[src/rtl/zpu_sd_bridge.sv]
// ZPU-to-HPS SD block bridge: request handshake FSM, 512-byte sector buffer port and mount status.
// Define ZPU_SD_WRITE_EN to include the block write request and buffer write path.
module zpu_sd_bridge #(
    parameter logic [23:0] ACK_TIMEOUT = 24'd0,
    parameter logic [2:0]  FILENO      = 3'd0
) (
    input  logic        CLK,
    input  logic        RESET_N,
    input  logic [31:0] ZPU_OUT2,
    input  logic [31:0] ZPU_OUT3,
    input  logic [15:0] ZPU_RD,
    input  logic [15:0] ZPU_WR,
    output logic [7:0]  ZPU_IN2,
    output logic [31:0] ZPU_IN3,
    output logic [31:0] sd_lba,
    output logic        sd_rd,
    output logic        sd_wr,
    input  logic        sd_ack,
    input  logic        img_mounted,
    input  logic [63:0] img_size,
    input  logic [7:0]  ioctl_index,
    output logic [8:0]  buf_addr,
    output logic [7:0]  buf_dout,
    output logic        buf_wr,
    input  logic [7:0]  buf_q
);

    localparam int unsigned ADDR_W = 9;
    localparam int unsigned TMO_W  = 24;
    localparam logic [TMO_W-1:0] TMO_LAST = ACK_TIMEOUT - TMO_W'(1);

    typedef enum logic [1:0] {
        ST_IDLE = 2'd0,
        ST_REQ  = 2'd1,
        ST_XFER = 2'd2
    } state_t;

    state_t             state_q, state_d;
    logic               sd_rd_q, sd_rd_d;
    logic               sd_wr_q, sd_wr_d;
    logic               io_done_q, io_done_d;
    logic [TMO_W-1:0]   tmo_q, tmo_d;
    logic [31:0]        lba_q, lba_d;
    logic               buf_wr_q, buf_wr_d;
    logic [ADDR_W-1:0]  buf_addr_q, buf_addr_d;
    logic               blk_rd_q;
    logic               dwr_d1_q, dwr_d2_q;
    logic               drd_d1_q, drd_d2_q;
    logic               mnt_q;
    logic               mounted_q, mounted_d;
    logic [2:0]         fileno_q, fileno_d;
    logic [1:0]         filetype_q, filetype_d;
    logic               readonly_q, readonly_d;
    logic [31:0]        filesize_q, filesize_d;

    logic lba_sel, io_wr;
    logic rd_rise, wr_rise, dwr_evt, drd_fall, mnt_rise, tmo_hit;
    logic unused_ok;

    assign lba_sel  = ZPU_OUT2[0];
    assign io_wr    = ZPU_WR[5];
    assign rd_rise  = ZPU_OUT2[1] & ~blk_rd_q;
    assign dwr_evt  = dwr_d1_q & ~dwr_d2_q;
    assign drd_fall = ~drd_d1_q & drd_d2_q;
    assign mnt_rise = img_mounted & ~mnt_q;
    assign tmo_hit  = (ACK_TIMEOUT != TMO_W'(0)) && (tmo_q == TMO_LAST);

`ifdef ZPU_SD_WRITE_EN
    logic blk_wr_q;

    always_ff @(posedge CLK or negedge RESET_N) begin
        if (!RESET_N) begin
            blk_wr_q <= 1'b0;
        end else begin
            blk_wr_q <= ZPU_OUT2[2];
        end
    end

    assign wr_rise  = ZPU_OUT2[2] & ~blk_wr_q;
    assign buf_wr_d = dwr_evt & ~lba_sel;
    assign unused_ok = ^{ZPU_OUT2[31:3], ZPU_RD[15:3], ZPU_RD[1:0], ZPU_WR[15:7],
                         ZPU_WR[4:0], img_size[63:32], ioctl_index[5:0]};
`else
    assign wr_rise  = 1'b0;
    assign buf_wr_d = 1'b0;
    assign unused_ok = ^{ZPU_OUT2[31:2], ZPU_RD[15:3], ZPU_RD[1:0], ZPU_WR[15:7],
                         ZPU_WR[4:0], img_size[63:32], ioctl_index[5:0]};
`endif

    // Request handshake: IDLE -> REQ (wait ack or timeout) -> XFER (wait ack fall) -> IDLE
    always_comb begin
        state_d   = state_q;
        sd_rd_d   = sd_rd_q;
        sd_wr_d   = sd_wr_q;
        io_done_d = io_done_q;
        tmo_d     = tmo_q;
        case (state_q)
            ST_IDLE: begin
                if (rd_rise) begin
                    sd_rd_d   = 1'b1;
                    io_done_d = 1'b0;
                    tmo_d     = '0;
                    state_d   = ST_REQ;
                end else if (wr_rise) begin
                    sd_wr_d   = 1'b1;
                    io_done_d = 1'b0;
                    tmo_d     = '0;
                    state_d   = ST_REQ;
                end
            end
            ST_REQ: begin
                if (sd_ack) begin
                    sd_rd_d = 1'b0;
                    sd_wr_d = 1'b0;
                    state_d = ST_XFER;
                end else if (tmo_hit) begin
                    sd_rd_d   = 1'b0;
                    sd_wr_d   = 1'b0;
                    io_done_d = 1'b1;
                    state_d   = ST_IDLE;
                end else begin
                    tmo_d = tmo_q + TMO_W'(1);
                end
            end
            ST_XFER: begin
                if (!sd_ack) begin
                    io_done_d = 1'b1;
                    state_d   = ST_IDLE;
                end
            end
            default: begin
                sd_rd_d   = 1'b0;
                sd_wr_d   = 1'b0;
                io_done_d = 1'b1;
                state_d   = ST_IDLE;
            end
        endcase
    end

    // Buffer address, LBA capture and mount status
    always_comb begin
        lba_d      = lba_q;
        buf_addr_d = buf_addr_q;
        mounted_d  = mounted_q;
        fileno_d   = fileno_q;
        filetype_d = filetype_q;
        readonly_d = readonly_q;
        filesize_d = filesize_q;

        if (dwr_evt && lba_sel) begin
            lba_d = ZPU_OUT3;
        end

        // io_wr clear wins over any pending increment; the 9-bit add wraps 511 -> 0
        if (io_wr) begin
            buf_addr_d = '0;
        end else begin
            buf_addr_d = buf_addr_q + ADDR_W'(buf_wr_q) + ADDR_W'(drd_fall);
        end

        if (mnt_rise) begin
            mounted_d  = ~mounted_q;
            fileno_d   = FILENO;
            filetype_d = ioctl_index[7:6];
            readonly_d = 1'b1;
            filesize_d = img_size[31:0];
        end
    end

    always_ff @(posedge CLK or negedge RESET_N) begin
        if (!RESET_N) begin
            state_q    <= ST_IDLE;
            sd_rd_q    <= 1'b0;
            sd_wr_q    <= 1'b0;
            io_done_q  <= 1'b1;
            tmo_q      <= '0;
            lba_q      <= '0;
            buf_wr_q   <= 1'b0;
            buf_addr_q <= '0;
            blk_rd_q   <= 1'b0;
            dwr_d1_q   <= 1'b0;
            dwr_d2_q   <= 1'b0;
            drd_d1_q   <= 1'b0;
            drd_d2_q   <= 1'b0;
            mnt_q      <= 1'b0;
            mounted_q  <= 1'b0;
            fileno_q   <= '0;
            filetype_q <= '0;
            readonly_q <= 1'b0;
            filesize_q <= '0;
        end else begin
            state_q    <= state_d;
            sd_rd_q    <= sd_rd_d;
            sd_wr_q    <= sd_wr_d;
            io_done_q  <= io_done_d;
            tmo_q      <= tmo_d;
            lba_q      <= lba_d;
            buf_wr_q   <= buf_wr_d;
            buf_addr_q <= buf_addr_d;
            blk_rd_q   <= ZPU_OUT2[1];
            dwr_d1_q   <= ZPU_WR[6];
            dwr_d2_q   <= dwr_d1_q;
            drd_d1_q   <= ZPU_RD[2];
            drd_d2_q   <= drd_d1_q;
            mnt_q      <= img_mounted;
            mounted_q  <= mounted_d;
            fileno_q   <= fileno_d;
            filetype_q <= filetype_d;
            readonly_q <= readonly_d;
            filesize_q <= filesize_d;
        end
    end

    assign sd_rd    = sd_rd_q;
    assign sd_wr    = sd_wr_q;
    assign sd_lba   = lba_q;
    assign buf_wr   = buf_wr_q;
    assign buf_addr = buf_addr_q;
    assign buf_dout = ZPU_OUT3[7:0];
    assign ZPU_IN2  = {readonly_q, filetype_q, fileno_q, mounted_q, io_done_q};
    assign ZPU_IN3  = lba_sel ? filesize_q : {24'h0, buf_q};

endmodule

[config.mk]
export PLATFORM = sky130hd
export DESIGN_NAME = zpu_sd_bridge
export DESIGN_NICKNAME = d
export VERILOG_FILES = /design/src/rtl/zpu_sd_bridge.sv
export SDC_FILE = /design/constraint.sdc
export NUM_CORES = 1
export LEC_CHECK = 0
export ABC_AREA = 1
export ABC_CLOCK_PERIOD_IN_PS = 3100
export CAP_MARGIN = 20
export CORE_AREA = 2 2 105 107
export CTS_CLUSTER_DIAMETER = 40
export DETAILED_ROUTE_END_ITERATION = 16
export DIE_AREA = 0 0 107 109
export PLACE_DENSITY = 0.86
export SYNTH_ARGS = -nofsm -noshare
export SYNTH_HDL_FRONTEND = slang
export SYNTH_SLANG_ARGS = --single-unit
[constraint.sdc]
create_clock -name CLK -period 3.1 [get_ports CLK]
set_clock_uncertainty 0.1 [all_clocks]
set_input_delay 0.465 -clock CLK [delete_from_list [all_inputs] [get_ports CLK]]
set_output_delay 0.465 -clock CLK [all_outputs]
set_load 0.005 [all_outputs]
==> metrics.md <==
| Metric | Value |
|---|---|
| Run status | finished with violations |
| Failing checks | hold timing |
| Routed vias | 3407 |
| Met3 routed WL | 923 um |
| Synth Area per Inst | 8.89 um2 |
| WP data required | 2530 ps |
| CP cell instances | clkdlybuf4s50_1 > buf_12 > mux2_2 > clkdlybuf4s50_1 |
| IO buf count | 169 |
| Total GRT Usage | 0.170 |
| DR top layer | met4 |
| Hold WS | -18.6 ps |
| Core box area | 10600 um2 |
| Sinks on the clock net | 87 |
| Largest net degree at the start of global routing | 88 |
| H-tree depth | 3 |
| PD cells | 488 nW/um2 |
| CP endpoint kind | primary output |
| Register area share after synthesis | 0.541 |
| Die width | 107 um |
| Post-CTS Repair Setup Buffers | 0 |
| R2R setup slack | 1560 ps |
| Final Cell Area | 5920 um2 |
| Post-layout util | 0.559 |
| Final Hold Fails | 26 |
| Clk slew on worst S/H paths | 80 ps |
| Final setup fails | 0 |
| CP delay by family, top | buffers and inverters |
| Layout Cells excl Fill | 752 |
| Top-Level Pins | 272 |
| Diode count | 0 |
| Critical path class | primary input to primary output |
| Initial antenna violation count | 0 |
| Routed Wire Length | 9800 um |
| CTS resizes | 0 |
| Clock root cell | clkbuf_8 |
| Slew margin rel. | 0.544 |
| CP startpoint kind | primary input |
| CP max-delay cell | clkdlybuf4s50_1 |
| Vias per inst | 4.53 |
| Die area | 11700 um2 |
| Placed cell count | 735 |
| Met2 wire length | 4570 um |
| Top achievable clock speed | 0.390 GHz |
| Met1 wire length | 4140 um |
| CP arrival | 2000 ps |
| RSZ-0062 raised after global routing | no |
| CP most frequent cell | clkdlybuf4s50_1 |
| Wirelength per Cell | 13.0 um |
| Clk Latency, worst-skew pair | 350 ps |
| Post-DP HPWL | 6940 um |
| Gr ovfl total | 0 |
| Yosys synthesis warning count | 0 |
| DRC | 0 |
| Min Tclk post-route | 2570 ps |
| Final setup margin | 533 ps |
| Synth-to-Final Area Change | 47.2% |
| Share of layout cells above drive strength 1 | 0.108 |
| WP buf/inv | 3 |
| CTS tree | done |
| CP max FO | 33 |
| Synth top area cells | dfrtp_1, nand2_1, o21ai_2, inv_1, nand3_1 |
| Fillers | 910 |
| Pre-CTS WS | 522 ps |
| DP Area | 5690 um2 |
| First-pass GRT wire length | 15600 um |
| Hold Crit Class | primary input to asynchronous set/reset pin |
| Total power | 2.89 mW |
| Share of the synthesized area in the top cell type | 0.535 |
| Tcrit/Tclk final | 0.828 |
| Synth Instances | 453 |
| Cell taking the most area after synthesis | dfrtp_1 |
| Yosys reg bits | 87 |
| Cell Rows | 38 |
| Crit-path max cell delay | 500 ps |
| Initial DRT Pass Iterations | 4 |
| Setup TNS | 0 ps |
| Final net count | 789 |
| Area of the mapped netlist | 4030 um2 |
| Leak | 3.00 nW |
| Clock buffers created by TritonCTS | 9 |
| Starting Density | 0.380 |
| Max rail drop VDD | 0.271 mV |
| DRT iter0 DRCs | 179 |
| Worst-Margin Slew | 681 ps |
| Final Wtd Congestion | 0.806 |
| Vias in the first global route | 3392 |
| Unique masters post-synth | 21 |
| Die height | 109 um |
| Final ANT Viol Nets | 0 |
| # hold bufs at CTS | 0 |
| Fin. max-slew vios | 0 |
| Max clock buf depth | 2 |
| Number of max-cap violations | 0 |
-- layout by cell type, fill, tap and decap left out, types with 6 or more instances in the layout --
cell | synthesis | layout
clkdlybuf4s50_1 | 0 | 168
nand2_1 | 147 | 147
dfrtp_1 | 86 | 86
inv_1 | 69 | 69
nand3_1 | 40 | 40
o21ai_2 | 32 | 32
nor2_1 | 16 | 16
clkbuf_8 | 0 | 12
mux2_2 | 8 | 8
a21oi_1 | 6 | 6
-- cells in the mapped netlist, drive strengths merged --
cell type and instances:
conb 1, mux2 8, buf 34, nand3 40
dfrtp 86, xnor2 1, nand2 148, ha 2
o21ai 36, dfstp 1, clkbuf 2, nand3b 1
inv 70, o21bai 1, nor2 16, a21oi 6
-- power by group --
part           switching, mW  leakage [nW]  internal (mW)
registers             0.0841          1.08           1.28
clock network          0.394         0.109          0.437
logic                  0.272          1.81          0.421
-- sequential cells by signal, indices dropped and copies added (netlist names), 2 cells and up --
| register | count |
|---|---|
| filetype_q | 2 |
| filesize_q | 32 |
| buf_addr | 9 |
| sd_lba | 32 |
| state_q | 2 |
-- cell type report --
cell class,instances,area [um2],share of cell area
inverter,70,263,0.0444
timing repair buffer,175,1780,0.300
clock inverter,3,40.0,0.00676
tap,140,175,0.0296
multi-input combinational,264,1320,0.223
sequential,87,2180,0.368
clock buffer,13,169,0.0285
-- metal layers --
metal / vias up / GRT usage
met3: 13 / 0.0616
met5: - / 0
met4: 0 / 0.0724
li1: 1662 / -
met2: 140 / 0.279
met1: 1592 / 0.204
-- kinds of logic (layout without fill, tap and decap cells) --
| kind of cell | after synthesis | after routing | share of synthesized area |
|---|---|---|---|
| AOI/OAI and AO/OA | 43 | 43 | 0.0839 |
| other | 1 | 5 | 0.000932 |
| buffers and inverters | 106 | 261 | 0.135 |
| muxes | 8 | 8 | 0.0224 |
| xor gates and xnor gates | 1 | 1 | 0.00218 |
| DFF | 87 | 87 | 0.541 |
| and+or+nand+nor | 205 | 205 | 0.208 |
| adders and majority gates | 2 | 2 | 0.00622 |
-- worst paths after layout --
kind	from	to	cells past startpoint
setup reg to reg	drd_d1_q$_DFF_PN0_	buf_addr[8]$_DFF_PN0_	8
min in group CLK	drd_d1_q$_DFF_PN0_	drd_d2_q$_DFF_PN0_	0
setup / recovery	ZPU_OUT2[0]	ZPU_IN3[5]	4
max in group asynchronous	RESET_N	io_done_q$_DFFE_PN1P_	2
hold / removal	RESET_N	filesize_q[25]$_DFFE_PN0P_	1
hold reg to reg	drd_d1_q$_DFF_PN0_	drd_d2_q$_DFF_PN0_	0
Power figures use the tool's default switching activity.
